<file path="src/rtl/td4_prog_loader.sv">
// Writable 16x8 program store and nibble-by-nibble loader for the TD4 core.
// Define TD4_DEFAULT_PROG_EN to make reset load the demo image instead of all zeros.
module td4_prog_loader (
  input  logic       clock,
  input  logic       reset,
  input  logic       load_mode,
  input  logic [3:0] nib,
  input  logic       nib_stb,
  input  logic [3:0] addr,
  output logic [7:0] ramdata,
  output logic       core_reset,
  output logic [3:0] wptr,
  output logic       full
);

  typedef enum logic [1:0] {
    ST_RUN  = 2'd0,
    ST_HI   = 2'd1,
    ST_LO   = 2'd2,
    ST_FULL = 2'd3
  } state_t;

  state_t     state_r;
  state_t     state_s;
  logic [3:0] hi_r;
  logic [3:0] hi_s;
  logic [3:0] wptr_r;
  logic [3:0] wptr_s;
  logic       full_r;
  logic       full_s;
  logic       core_reset_r;
  logic       core_reset_s;
  logic       wr_en_s;
  logic [7:0] wr_data_s;
  logic [7:0] mem_r [16];

  function automatic logic [7:0] power_on_byte(input logic [3:0] idx);
`ifdef TD4_DEFAULT_PROG_EN
    case (idx)
      4'd0:    power_on_byte = 8'hB7;
      4'd1:    power_on_byte = 8'h01;
      4'd2:    power_on_byte = 8'hE1;
      4'd3:    power_on_byte = 8'h01;
      4'd4:    power_on_byte = 8'hE3;
      4'd5:    power_on_byte = 8'hB6;
      4'd6:    power_on_byte = 8'h01;
      4'd7:    power_on_byte = 8'hE6;
      4'd8:    power_on_byte = 8'h01;
      4'd9:    power_on_byte = 8'hE8;
      4'd10:   power_on_byte = 8'hB0;
      4'd11:   power_on_byte = 8'hB4;
      4'd12:   power_on_byte = 8'h01;
      4'd13:   power_on_byte = 8'hEA;
      4'd14:   power_on_byte = 8'hB8;
      default: power_on_byte = 8'hFF;
    endcase
`else
    case (idx)
      default: power_on_byte = 8'h00;
    endcase
`endif
  endfunction

  // Next-state logic; dropping load_mode wins over a simultaneous strobe.
  always_comb begin
    state_s   = state_r;
    hi_s      = hi_r;
    wptr_s    = wptr_r;
    full_s    = full_r;
    wr_en_s   = 1'b0;
    wr_data_s = {hi_r, nib};
    case (state_r)
      ST_RUN: begin
        if (load_mode) begin
          state_s = ST_HI;
          wptr_s  = 4'd0;
          full_s  = 1'b0;
        end else begin
          state_s = ST_RUN;
        end
      end
      ST_HI: begin
        if (!load_mode) begin
          state_s = ST_RUN;
        end else if (nib_stb) begin
          hi_s    = nib;
          state_s = ST_LO;
        end else begin
          state_s = ST_HI;
        end
      end
      ST_LO: begin
        if (!load_mode) begin
          state_s = ST_RUN;
        end else if (nib_stb) begin
          wr_en_s = 1'b1;
          if (wptr_r == 4'd15) begin
            full_s  = 1'b1;
            state_s = ST_FULL;
          end else begin
            wptr_s  = wptr_r + 4'd1;
            state_s = ST_HI;
          end
        end else begin
          state_s = ST_LO;
        end
      end
      ST_FULL: begin
        if (!load_mode) begin
          state_s = ST_RUN;
        end else begin
          state_s = ST_FULL;
        end
      end
      default: begin
        state_s = ST_RUN;
      end
    endcase
    core_reset_s = (state_s == ST_RUN);
  end

  // Loader state and registered status outputs.
  always_ff @(posedge clock or negedge reset) begin
    if (!reset) begin
      state_r      <= ST_RUN;
      hi_r         <= 4'd0;
      wptr_r       <= 4'd0;
      full_r       <= 1'b0;
      core_reset_r <= 1'b0;
    end else begin
      state_r      <= state_s;
      hi_r         <= hi_s;
      wptr_r       <= wptr_s;
      full_r       <= full_s;
      core_reset_r <= core_reset_s;
    end
  end

  // Program store; reset restores the power-on image.
  always_ff @(posedge clock or negedge reset) begin
    if (!reset) begin
      for (int i = 0; i < 16; i++) begin
        mem_r[i] <= power_on_byte(4'(i));
      end
    end else if (wr_en_s) begin
      mem_r[wptr_r] <= wr_data_s;
    end
  end

  assign ramdata    = mem_r[addr];
  assign core_reset = core_reset_r;
  assign wptr       = wptr_r;
  assign full       = full_r;

endmodule
</file>
<file path="config.mk">
export PLATFORM = sky130hd
export DESIGN_NAME = td4_prog_loader
export DESIGN_NICKNAME = d
export VERILOG_FILES = /design/src/rtl/td4_prog_loader.sv
export SDC_FILE = /design/constraint.sdc
export NUM_CORES = 1
export LEC_CHECK = 0
export ABC_AREA = 1
export CAP_MARGIN = 20
export CORE_ASPECT_RATIO = 1.2
export CORE_MARGIN = 4
export CORE_UTILIZATION = 55
export CTS_CLUSTER_DIAMETER = 150
export DETAILED_ROUTE_END_ITERATION = 8
export GPL_TIMING_DRIVEN = 0
export PLACE_DENSITY = 0.83
export RECOVER_POWER = 25
export SYNTH_ARGS = -nofsm -noshare
export SYNTH_HDL_FRONTEND = slang
export SYNTH_SLANG_ARGS = --single-unit
</file>
<file path="constraint.sdc">
create_clock -name clock -period 4.3 [get_ports clock]
set_input_delay 1.29 -clock clock [delete_from_list [all_inputs] [get_ports clock]]
set_output_delay 1.29 -clock clock [all_outputs]
set_load 0.1 [all_outputs]
</file>
==> impl_metrics.env <==
export IMPL_outcome="finished, violations left"
export IMPL_failed_checks="capacitance limit, slew limit"
export IMPL_critical_path_arrival_ns=2.99
export IMPL_hold_violations=0
export IMPL_max_freq_mhz=233.9
export IMPL_start_kind="input pin"
export IMPL_htreeDepth=4
export IMPL_layout_setup_ws_ns=0.02447
export IMPL_r2r_cells=8
export IMPL_comb_power_share_pct=11.6
export IMPL_seqPwrFrac_pct=38.8
export IMPL_synth_area_mm2=0.006992
export IMPL_io_pins=26
export IMPL_maxSlewViolCount=46
export IMPL_synth_cells=907
export IMPL_dp_cells=1091
export IMPL_finalSetupTns_ns=0
export IMPL_first_pass_iters=5
export IMPL_grt_max_degree=96
export IMPL_grt_antenna_before_repair=0
export IMPL_worstPathMaxFanout=10
export IMPL_p_sw_share_pct=25.95
export IMPL_fin_cells=1124
export IMPL_grt_pass1_vias=6236
export IMPL_synth_ff_latch_count=140
export IMPL_path_clk_slew_ns=0.06
export IMPL_dominantRegCellSynth="dfrtp_1"
export IMPL_syn_area_per_cell_um2=7.709
export IMPL_final_nets=966
export IMPL_clock_root_buffer="clkbuf_16"
export IMPL_vias_per_cell=5.634
export IMPL_design_core_area_mm2=0.01228
export IMPL_overflow=0
export IMPL_syn_nets=923
export IMPL_path_class="input pin to output port"
export IMPL_first_iter_violations=686
export IMPL_vias=6333
export IMPL_routedWlPerCell_um=17.57
export IMPL_ant_nets=0
export IMPL_timing_hold_ws_ns=0.4817
export IMPL_start_util_pct=56.95
export IMPL_drive_gt1_share_pct=11.63
export IMPL_period_needed_ns=4.276
export IMPL_worst_skew_pair_late_latency_ns=0.44
export IMPL_numCtsBuffers=17
export IMPL_cp_slowest_cell="clkbuf_1"
export IMPL_yosys_warnings=0
export IMPL_rows=44
export IMPL_post_route_period_util_pct=99.43
export IMPL_relSlewSlack_pct=-68.64
export IMPL_grt_first_pass_wirelength_um=31530
export IMPL_switching_power_w=0.0009180
export IMPL_die_h_um=131.5
export IMPL_powerDensity_mw_per_mm2=427.8
export IMPL_async_reset_ff_share_pct=100.0
export IMPL_cts_buffer_depth=2
export IMPL_hold_path_class="flip-flop to flip-flop"
export IMPL_skew_ns=0.006271
export IMPL_seq_area_frac_synth_pct=50.11
export IMPL_pre_cts_ws_ns=-1.193
export IMPL_clock_sinks=140
export IMPL_post_dp_hpwl_um=13030
export IMPL_grt_usage_pct=27.57
export IMPL_intPower_w=0.002620
export IMPL_port_buffers=22
export IMPL_setup_violations=0
export IMPL_cp_cell_sequence="clkbuf_1, inv_1, clkbuf_1, nand3_1, nand3_1, nand3_1, nand2_2, buf_12"
export IMPL_die_area_mm2=0.01459
export IMPL_cts_tree="built"
export IMPL_tightest_slew_ns=2.530
export IMPL_die_x_um=110.9
export IMPL_gp_congestion=0.9463
export IMPL_drc=0
export IMPL_pwr_share_clk_pct=49.6
export IMPL_n_antenna_cell=0
export IMPL_cp_common_cell="nand3_1"
export IMPL_synth_distinct_cells=24
export IMPL_drv_cap=1
export IMPL_worstPathRequired_ns=3.01
export IMPL_p_leak_nw=4.054
export IMPL_synth_edf_count=0
export IMPL_power_w=0.003538
export IMPL_rsz0062_at_grt="no"
export IMPL_syn2layout_area_growth_pct=18.27
export IMPL_cp_end_kind="output port"
export IMPL_wl_um=19750
export IMPL_peakVddDrop_mv=0.3007
export IMPL_hold_depth=2
export IMPL_cpPeakStageDelay_ns=0.45
## area by class of cell
cell class	instances	area [um2]
plain buffers	49	341.6
clock buffers	18	439.2
clock inverters	14	265.3
fillers	1001	4008
inverters	124	470.5
multi-input cells	594	2750
flip-flops and latches	140	3503
well taps	161	201.4
repair buffers	24	297.8
## registers in the layout, summed over array words and instances (netlist names)
| register | cells |
|---|---|
| core_reset | 1 |
| full | 1 |
| hi_r | 4 |
| mem_r | 128 |
| state_r | 2 |
| wptr | 4 |
## Yosys cell counts (2+ instances only)
cell type / instances / area [um2]
nand2_1: 319 / 1197
dfrtp_1: 140 / 3503
inv_1: 121 / 454.2
nand3_1: 99 / 495.5
o21ai_1: 62 / 310.3
o21ai_0: 61 / 305.3
clkbuf_1: 26 / 97.59
nor2_1: 13 / 48.80
o21ai_2: 13 / 113.9
buf_6: 9 / 101.4
nand2_4: 9 / 101.4
buf_2: 8 / 40.04
nand3_2: 7 / 70.07
buf_1: 5 / 18.77
ha_1: 4 / 50.05
a21oi_1: 2 / 10.01
inv_2: 2 / 7.510
## cells in the final DEF, fill, tap and decap left out, types with 11 or more instances in the layout
cell,synthesis,final
buf_6,9,17
clkbuf_1,26,17
clkbuf_16,0,17
clkdlybuf4s50_1,0,11
dfrtp_1,140,140
inv_1,121,121
nand2_1,319,316
nand3_1,99,99
nor2_1,13,13
o21ai_0,61,61
o21ai_1,62,62
o21ai_2,13,13
## stage by stage
| step | instance area (um2) | util [%] |
|---|---|---|
| 3_5_place_dp | 7442 | 60.62 |
| 4_1_cts | 8195 | 66.76 |
| 2_1_floorplan | 6992 | - |
| 5_1_grt | 8269 | 67.36 |
| 6_report | 8269 | 67.36 |
| 3_3_place_gp | 7413 | 60.39 |
## worst paths after layout
path,from,end,slack [ns]
worst max-delay path,addr[1],ramdata[4],0.02
worst min-delay path,mem_r[46],mem_r[46],0.48
worst max register to register,wptr[1],wptr[3],2.60
worst min register to register,mem_r[46],mem_r[46],0.48
max in group asynchronous,reset,mem_r[18],1.22
min in group asynchronous,reset,mem_r[78],1.63
## power groups by stage
stage	clock [W]	combinational [W]	sequential, W
2_1_floorplan	0	0.000226	0.00140
3_3_place_gp	0	0.000375	0.00140
3_5_place_dp	0	0.000384	0.00140
4_1_cts	0.00175	0.000396	0.00137
5_1_grt	0.00181	0.000442	0.00138
6_report	0.00175	0.000412	0.00137
## per-layer routing
metal	GRT usage (%)	share of wire (%)
met1	33.98	38
met2	43.96	47
met3	6.992	9.7
met4	16.08	6.0
met5	0	0
## kinds of logic (layout without fill, tap and decap cells)
group | after synthesis | after routing | synth area share, %
xor gates and xnor gates | 1 | 1 | 0.1253
AOI/OAI and AO/OA | 139 | 139 | 10.68
adders and majority gates | 4 | 4 | 0.7158
buffers and inverters | 173 | 229 | 10.67
and+or+nand+nor | 450 | 450 | 27.70
DFF | 140 | 140 | 50.11
## critical path: cells and delay by family
family | cells | cell delay (ns)
simple gates | 4 | 0.57
buf+inv | 4 | 1.11
## timing repair
item | in CTS | in global routing
hold endpoints to repair | 0 | 0
pin swaps | 0 | 0
setup endpoints to repair | 8 | 8
gates resized for setup | 77 | 30
cloned | 0 | 1
buffers inserted | 0 | 0
hold buffers | 0 | 0
Note: power is estimated with default switching activity, not from simulation.
